$ cat config.mk
export PLATFORM = sky130hd
export DESIGN_NAME = vend_dispatch
export DESIGN_NICKNAME = d
export VERILOG_FILES = /design/src/rtl/vend_dispatch.sv
export SDC_FILE = /design/constraint.sdc
export NUM_CORES = 1
export LEC_CHECK = 0
export ABC_AREA = 1
export CELL_PAD_IN_SITES_DETAIL_PLACEMENT = 1
export CELL_PAD_IN_SITES_GLOBAL_PLACEMENT = 1
export CORE_MARGIN = 4
export CORE_UTILIZATION = 37
export CTS_CLUSTER_SIZE = 8
export DETAILED_ROUTE_END_ITERATION = 12
export GPL_TIMING_DRIVEN = 0
export MAX_ROUTING_LAYER = met4
export PLACE_DENSITY = 0.75
export SYNTH_ARGS = -nofsm -noshare
export SYNTH_HDL_FRONTEND = slang
export SYNTH_SLANG_ARGS = --single-unit
$ cat constraint.sdc
create_clock -name CLK -period 2.2 [get_ports CLK]
set_clock_uncertainty 0.15 [all_clocks]
set_input_delay 0.22 -clock CLK [delete_from_list [all_inputs] [get_ports CLK]]
set_output_delay 0.22 -clock CLK [all_outputs]
set_load 0.01 [all_outputs]
$ cat src/rtl/vend_dispatch.sv
// vend_dispatch: vending-machine dispense controller.
// Collects coin credit, checks it against a selected product's price, runs the
// product motor for a fixed number of cycles, waits for the drop sensor, pays
// out change, and latches a jam fault if the product never drops.
// Optional feature: define VEND_RETRY_EN to retry the motor run once after
// the first drop-sensor timeout before declaring a fault.
// Ports:
//   CLK, RESET        clock (rising edge), synchronous active-high reset
//   COIN_VLD/COIN_VAL coin pulse and value
//   SEL_VLD/SEL/PRICE selection strobe, product index, price of that product
//   CANCEL            refund request (honoured only while holding credit)
//   SENSE             product-drop detector
//   MOTOR             one-hot motor drive
//   CREDIT            accumulated credit
//   CHANGE_VLD/CHANGE change or refund pulse and value
//   COIN_REJ          coin-rejected pulse
//   BUSY, FAULT       busy (check/run/wait/fault) and jam-fault flags
//   IND               state code
module vend_dispatch #(
  parameter int unsigned NPROD    = 4,
  parameter int unsigned CRED_W   = 4,
  parameter int unsigned RUN_CYC  = 5,
  parameter int unsigned WAIT_CYC = 6
) (
  input  logic                      CLK,
  input  logic                      RESET,
  input  logic                      COIN_VLD,
  input  logic [CRED_W-1:0]         COIN_VAL,
  input  logic                      SEL_VLD,
  input  logic [$clog2(NPROD)-1:0]  SEL,
  input  logic [CRED_W-1:0]         PRICE,
  input  logic                      CANCEL,
  input  logic                      SENSE,
  output logic [NPROD-1:0]          MOTOR,
  output logic [CRED_W-1:0]         CREDIT,
  output logic                      CHANGE_VLD,
  output logic [CRED_W-1:0]         CHANGE,
  output logic                      COIN_REJ,
  output logic                      BUSY,
  output logic                      FAULT,
  output logic [2:0]                IND
);

  localparam int unsigned SEL_W    = $clog2(NPROD);
  localparam int unsigned SEL_SPAN = 2 ** SEL_W;
  localparam int unsigned CNT_W    = 8;
  // One bit per encodable index; set only for indices that name a real channel.
  localparam logic [SEL_SPAN-1:0] SEL_MASK = SEL_SPAN'((64'd1 << NPROD) - 64'd1);

  typedef enum logic [2:0] {
    S_IDLE   = 3'd0,
    S_CREDIT = 3'd1,
    S_CHECK  = 3'd2,
    S_RUN    = 3'd3,
    S_WAIT   = 3'd4,
    S_PAY    = 3'd5,
    S_FAULT  = 3'd6
  } state_t;

  state_t             state_q, state_d;
  logic [CRED_W-1:0]  credit_q, credit_d;
  logic [SEL_W-1:0]   sel_q, sel_d;
  logic [CRED_W-1:0]  price_q, price_d;
  logic [CNT_W-1:0]   cnt_q, cnt_d;
  logic [NPROD-1:0]   motor_d;
  logic               change_vld_d, coin_rej_d, busy_d, fault_d;
  logic [CRED_W-1:0]  change_d;
  logic [CRED_W:0]    sum;
`ifdef VEND_RETRY_EN
  logic               retry_q, retry_d;
`endif

  assign CREDIT = credit_q;
  assign IND    = state_q;

  // Next-state and next-output logic.
  always_comb begin
    state_d      = state_q;
    credit_d     = credit_q;
    sel_d        = sel_q;
    price_d      = price_q;
    cnt_d        = cnt_q;
    change_vld_d = 1'b0;
    change_d     = '0;
    coin_rej_d   = COIN_VLD;
`ifdef VEND_RETRY_EN
    retry_d      = retry_q;
`endif
    sum = {1'b0, credit_q} + {1'b0, COIN_VAL};

    case (state_q)
      S_IDLE, S_CREDIT: begin
        if (state_q == S_CREDIT && CANCEL) begin
          // Refund wins over a coincident selection; a coincident coin bounces.
          change_vld_d = 1'b1;
          change_d     = credit_q;
          credit_d     = '0;
          state_d      = S_IDLE;
        end else begin
          coin_rej_d = COIN_VLD && sum[CRED_W];
          if (COIN_VLD && !sum[CRED_W]) begin
            credit_d = sum[CRED_W-1:0];
            state_d  = S_CREDIT;
          end
          if (SEL_VLD && SEL_MASK[SEL]) begin
            sel_d   = SEL;
            price_d = PRICE;
            state_d = S_CHECK;
          end
        end
      end
      S_CHECK: begin
        if (credit_q >= price_q) begin
          state_d = S_RUN;
          cnt_d   = '0;
        end else begin
          state_d = (credit_q == '0) ? S_IDLE : S_CREDIT;
        end
      end
      S_RUN: begin
        if (SENSE) begin
          state_d = S_PAY;
        end else if (cnt_q == CNT_W'(RUN_CYC - 1)) begin
          state_d = S_WAIT;
          cnt_d   = '0;
        end else begin
          cnt_d = cnt_q + CNT_W'(1);
        end
      end
      S_WAIT: begin
        if (SENSE) begin
          state_d = S_PAY;
        end else if (cnt_q == CNT_W'(WAIT_CYC - 1)) begin
          cnt_d = '0;
`ifdef VEND_RETRY_EN
          if (!retry_q) begin
            state_d = S_RUN;
            retry_d = 1'b1;
          end else begin
            state_d = S_FAULT;
          end
`else
          state_d = S_FAULT;
`endif
        end else begin
          cnt_d = cnt_q + CNT_W'(1);
        end
      end
      S_PAY:   state_d = S_IDLE;
      S_FAULT: state_d = S_FAULT;
      default: state_d = S_IDLE;
    endcase

    // PAY is only ever entered from RUN/WAIT, so this fires exactly once per vend.
    if (state_d == S_PAY) begin
      change_vld_d = 1'b1;
      change_d     = credit_q - price_q;
      credit_d     = '0;
`ifdef VEND_RETRY_EN
      retry_d      = 1'b0;
`endif
    end

    motor_d = (state_d == S_RUN) ? (NPROD'(1) << sel_d) : '0;
    busy_d  = (state_d == S_CHECK) || (state_d == S_RUN) ||
              (state_d == S_WAIT)  || (state_d == S_FAULT);
    fault_d = (state_d == S_FAULT);
  end

  // State and registered outputs.
  always_ff @(posedge CLK) begin
    if (RESET) begin
      state_q    <= S_IDLE;
      credit_q   <= '0;
      sel_q      <= '0;
      price_q    <= '0;
      cnt_q      <= '0;
      MOTOR      <= '0;
      CHANGE_VLD <= 1'b0;
      CHANGE     <= '0;
      COIN_REJ   <= 1'b0;
      BUSY       <= 1'b0;
      FAULT      <= 1'b0;
`ifdef VEND_RETRY_EN
      retry_q    <= 1'b0;
`endif
    end else begin
      state_q    <= state_d;
      credit_q   <= credit_d;
      sel_q      <= sel_d;
      price_q    <= price_d;
      cnt_q      <= cnt_d;
      MOTOR      <= motor_d;
      CHANGE_VLD <= change_vld_d;
      CHANGE     <= change_d;
      COIN_REJ   <= coin_rej_d;
      BUSY       <= busy_d;
      FAULT      <= fault_d;
`ifdef VEND_RETRY_EN
      retry_q    <= retry_d;
`endif
    end
  end

endmodule

==> results of run 1 <==
[worst paths after layout]
kind	end	cells past startpoint	slack (ps)
min reg2reg	price_q[3]	2	310
min	cnt_q[4]	2	140
max	cnt_q[5]	13	170
max reg2reg	cnt_q[5]	13	170
[routing by layer]
layer,share of wire,GRT usage
met1,0.48,0.222
met2,0.47,0.281
met3,0.032,0.0429
met4,0.019,0.0730
met5,0,-
[worst max-delay path: stages (launching register included)]
cell and delay (ps):
dfxtp_4 370, inv_2 50, ha_2 200, fa_2 350, nand2_1 80, nand2_1 60
nand2_2 80, nand2_2 80, nand2_4 120, nand2_8 90, inv_6 80, nand2_1 60
nand2_2 100, nor2_1 60
[logic make-up after synthesis]
| family | share of synthesized area |
|---|---|
| DFF | 0.366 |
| AOI/OAI and AO/OA | 0.121 |
| xor gates and xnor gates | 0.0291 |
| and+or+nand+nor | 0.309 |
| buffers and inverters | 0.0763 |
| adders and majority gates | 0.0985 |
[area by class of cell]
type / count / area, µm² / area share
tap: 67 / 83.8 / 0.0359
multi-input combinational: 180 / 1020 / 0.435
clock buffer: 6 / 72.6 / 0.0311
inverter: 31 / 121 / 0.0520
timing repair buffer: 35 / 345 / 0.148
sequential: 33 / 668 / 0.286
buffer: 3 / 18.8 / 0.00803
clock inverter: 2 / 10.0 / 0.00428
[sequential cells by signal (all words and copies together) (netlist names)]
signal	cells
cnt_q	8
CHANGE	4
CREDIT	4
MOTOR	4
price_q	4
IND	3
sel_q	2
BUSY	1
CHANGE_VLD	1
COIN_REJ	1
FAULT	1
[placed cells by master (no fill, tap or decap), drive strengths merged]
cell,netlist,layout
nand4,5,5
o21bai,1,1
nor3,2,2
xor2,3,3
fa,2,2
clkinv,2,4
o31ai,2,2
a211oi,2,2
a22oi,1,1
inv,29,29
nand3b,1,1
or2,2,2
nand3,21,21
a21oi,17,17
xnor2,3,3
buf,1,3
clkbuf,2,8
dfxtp,33,33
nor2,37,37
nand2,54,54
ha,11,11
o2111ai,1,1
clkdlybuf4s50,0,33
o21ai,15,15
[stage by stage]
stage / util / power, mW / hold slack [ps] / TNS (ps) / worst slack [ps]
2_1_floorplan: - / 1.26 / 206 / 0 / 160
3_3_place_gp: 0.470 / 1.53 / 297 / -187 / -51.2
3_5_place_dp: 0.470 / 1.55 / 304 / -489 / -96.5
4_1_cts: 0.488 / 2.02 / 140 / 0 / 8.34
5_1_grt: 0.495 / 2.20 / 171 / 0 / 1.40
6_report: 0.495 / 2.03 / 143 / 0 / 168
[where the power goes]
part,internal (mW),switching [mW]
clock network,0.219,0.232
registers,0.674,0.0805
logic,0.351,0.469
[timing repair]
action                                  in CTS  in global routing
gates resized for setup                      3                  7
pin swaps                                    0                  1
endpoints found under the setup margin       6                  7
setup buffers                                0                  2
==> metrics, run 1 <==
Initial Utilization=0.382; Max clock buf depth=2; Gate Count Post-Synth=247; TritonCTS clock tree=built; Design Area, Final=2340 µm²; CP Max Fanout=10; Via density=4.79; post-synthesis sequential area ratio=0.366; min Tclk post-route=2030 ps; first drt pass iteration count=4; row cnt=25; GR Overflow Total=0; fillers=589; Synth Area per Inst=7.30 µm²; Via Count=1709; status=finished, final reports clean; Layout area overhead=29.5%; Worst Tran Pin Value=513 ps; Top FF cell, synth=dfxtp_1; Fmax=0.492 GHz; fin. max-slew vios=0; GPL Wtd Cong=0.777; pwr dens=868 nW/µm²; Yosys top cell by area=dfxtp_1; core footprint=4720 µm²; Yosys cell types=34; Rel. slew slack=0.658; vias in the first global route=1793; CP Capture Type=flip-flop; part of the cycle the worst path needs=0.923; CP Class=flip-flop to flip-flop; Startpoint Class=flip-flop; clk slew on worst S/H paths=70 ps; H-tree depth=2; post-synthesis async set-or-reset flop share=0; Max IR drop VDD=0.365 mV; Inst Count DP=347; HPWL after DPL=3.68 mm; Root Driver=clkbuf_8; nets@finish=318; Die Span Y=77.8 µm; final setup violating endpoints=0; number of synthesized flops with an enable pin=0; placed instance area=2220 µm²; Final Hold Fails=0; DRC=0; Maximum Capacitance Violations=0; antenna violations before repair=0; post-route ant nets=0; Routed WL=4.72 mm; Cell Count, Final, Fillers Out=357; first-pass GRT wire length=8.31 mm; Post-Synthesis Cell Area=1800 µm²; Net Count, Synth=276; port bufs=33; clock sink total=33; Worst EP required=2230 ps; top post-synthesis cells by area=dfxtp_1, nand2_1, ha_1; HP Start=RESET; total CTS buffers=5; GRT Overall Usage=0.179; Yosys reg bits=33; critical path data arrival time=2070 ps; Synth Warn #=0; Ant. Diodes=0; Die W=77.8 µm; count leader, synth=nand2_1; largest net degree at the start of global routing=11; RSZ-0062 raised after global routing=false; clk_lat worst skew=290 ps; most frequent cells after synthesis=nand2_1, nor2_1, dfxtp_1; Leak=1.00 nW; wire length per cell=13.2 µm; number of DRC markers in iteration 0=71; share of cells above drive strength 1=0.114; share of the synthesized area in the top cell type=0.366; Die ar.=6060 µm²; Hold-fix buffers, CTS=0; Hold WC Path Type=input pin to flip-flop; Critical Path Source=CREDIT[0]; I/O pin cnt=35; reg2reg start=CREDIT[0]
Power figures use the tool's default switching activity.
==> run 2, diff against run 1 <==
CTS_CLUSTER_DIAMETER = 200   (was default)
==> results of run 2 <==
No change in the layout: final DEF, timing and power equal those of run 1.
==> run 3, diff against run 2 <==
clock period = 2 ns   (was 2.2 ns; I/O delays follow)
==> metrics, run 3 (synthesis results as in run 1) <==
status=finished, final reports clean; GRT Overall Usage=0.185 (+0.00546); Hold WC Path Type=input pin to flip-flop; Cell Count, Final, Fillers Out=367 (+2.8%); Die Span Y=77.8 µm (unchanged); post-layout util=0.535 (+0.0408); Leak=1.08 nW (+7.4%); Max IR drop VDD=0.445 mV (+22%); share of cells above drive strength 1=0.167 (+0.0529); fillers=605 (+2.7%); DRC=0 (unchanged); number of DRC markers in iteration 0=67 (-5.6%); Tot Pwr=2.59 mW (+28%); Worst Tran Pin Value=504 ps (-9.27 ps); final setup violating endpoints=0 (unchanged); Die ar.=6060 µm² (unchanged); Ant. Diodes=0 (unchanged); GPL Wtd Cong=0.845 (+8.7%); Seq. cell area=668 µm² (unchanged); Final Hold Fails=0 (unchanged); antenna violations before repair=0 (unchanged); CP Class=flip-flop to flip-flop; CP Capture Type=flip-flop; Hold-fix buffers, CTS=0 (unchanged); most frequent cells in the layout=nand2_1, nor2_1, clkdlybuf4s50_1, dfxtp_1, inv_1; HP Start=RESET; RSZ-0062 raised after global routing=true; Worst EP required=2070 ps (-160 ps); Die W=77.8 µm (unchanged); clk_lat worst skew=290 ps (about the same); core footprint=4720 µm² (unchanged); I/O pin cnt=35 (unchanged); Initial Utilization=0.382 (unchanged); largest net degree at the start of global routing=12 (+1); pwr dens=1020 nW/µm² (+18%); row cnt=25 (unchanged); Critical Path Source=CREDIT[0]; first-pass GRT wire length=8.63 mm (+3.7%); GR Overflow Total=0 (unchanged); hold_ws=143 ps (-0.886 ps); commonest non-fill, non-tap cell in the layout=nand2_1; Multi-input gate area=1100 µm² (+8.1%); Inst Count DP=347 (unchanged); Fmax=0.507 GHz (+2.9%); reg2reg start=CREDIT[0]; first drt pass iteration count=4 (unchanged); Layout area overhead=40.2%; nets@finish=328 (+3.1%); max FFs per register=8 (unchanged); Maximum Capacitance Violations=0 (unchanged); part of the cycle the worst path needs=0.987 (+0.0637); Design Area, Final=2530 µm² (+8.2%); Rel. slew slack=0.664 (+0.00618); TritonCTS clock tree=built; HPWL after DPL=3.67 mm (-0.36%); Startpoint Class=flip-flop; WHS Path Cells=2 (unchanged); total CTS buffers=5 (unchanged); critical path data arrival time=2040 ps (-30 ps); Routed WL=5.24 mm (+11%); Via density=4.82 (+0.63%); min Tclk post-route=1970 ps (-57.3 ps); Largest Register=cnt_q; port bufs=33 (unchanged); vias in the first global route=1833 (+2.2%); placed instance area=2220 µm² (about the same); Max clock buf depth=2 (unchanged); Via Count=1768 (+3.5%); Reg2Reg Depth=11 (-2); Root Driver=clkbuf_8; wire length per cell=14.3 µm (+8.2%); clock sink total=33 (unchanged); CP Max Fanout=4 (-6); post-route ant nets=0 (unchanged); fin. max-slew vios=0 (unchanged); clk slew on worst S/H paths=70 ps (about the same); H-tree depth=2 (unchanged)
## run 3: final cells by class
class / instances / share of cell area
clock buffers: 6 / 0.0327
flip-flops and latches: 33 / 0.264
plain buffers: 3 / 0.00742
repair buffers: 44 / 0.163
well taps: 67 / 0.0332
multi-input cells: 181 / 0.434
inverters: 31 / 0.0500
clock inverters: 2 / 0.0148
## run 3: timing repair
item | 4_1_cts | 5_1_grt
setup endpoints to repair | 11 | 16
pin swaps | 4 | 11
setup buffers | 6 | 5
endpoints found under the hold margin | 0 | 0
gates resized for setup | 13 | 11
cloned | 1 | 0
## run 3: per-layer routing
metal,GRT usage,share of wire
met4,0.0641,0.012
met2,0.294,0.48
met3,0.0371,0.033
met5,-,0
met1,0.234,0.47
## run 3: worst paths after layout
path | slack, ps | endpoint
setup reg to reg | 30 | cnt_q[4]
hold / removal | 140 | cnt_q[4]
hold reg to reg | 310 | price_q[3]
setup / recovery | 30 | cnt_q[4]
## run 3: metrics by stage
| step | setup TNS (ps) | setup WS (ps) |
|---|---|---|
| 2_1_floorplan | 0 | 12.1 |
| 3_3_place_gp | -2350 | -253 |
| 3_5_place_dp | -2700 | -318 |
| 4_1_cts | 0 | 1.68 |
| 5_1_grt | -562 | -68.0 |
| 6_report | 0 | 25.7 |
## run 3: worst max-delay path, cell delays in order, from the launching register on
cell and delay [ps]:
dfxtp_4 380, inv_4 40, ha_4 150, fa_2 340, nand2_1 80, nand2_1 70, nand2_2 100, nand2_4 80
nand2_8 100, buf_4 130, o2111ai_1 110, a21oi_1 160
## run 3: report_power, final
part           internal (mW)  total, mW  leakage, nW  switching [mW]
sequential             0.742      0.833        0.270          0.0909
clock                  0.405      0.674       0.0574           0.269
combinational          0.477       1.08        0.750           0.606
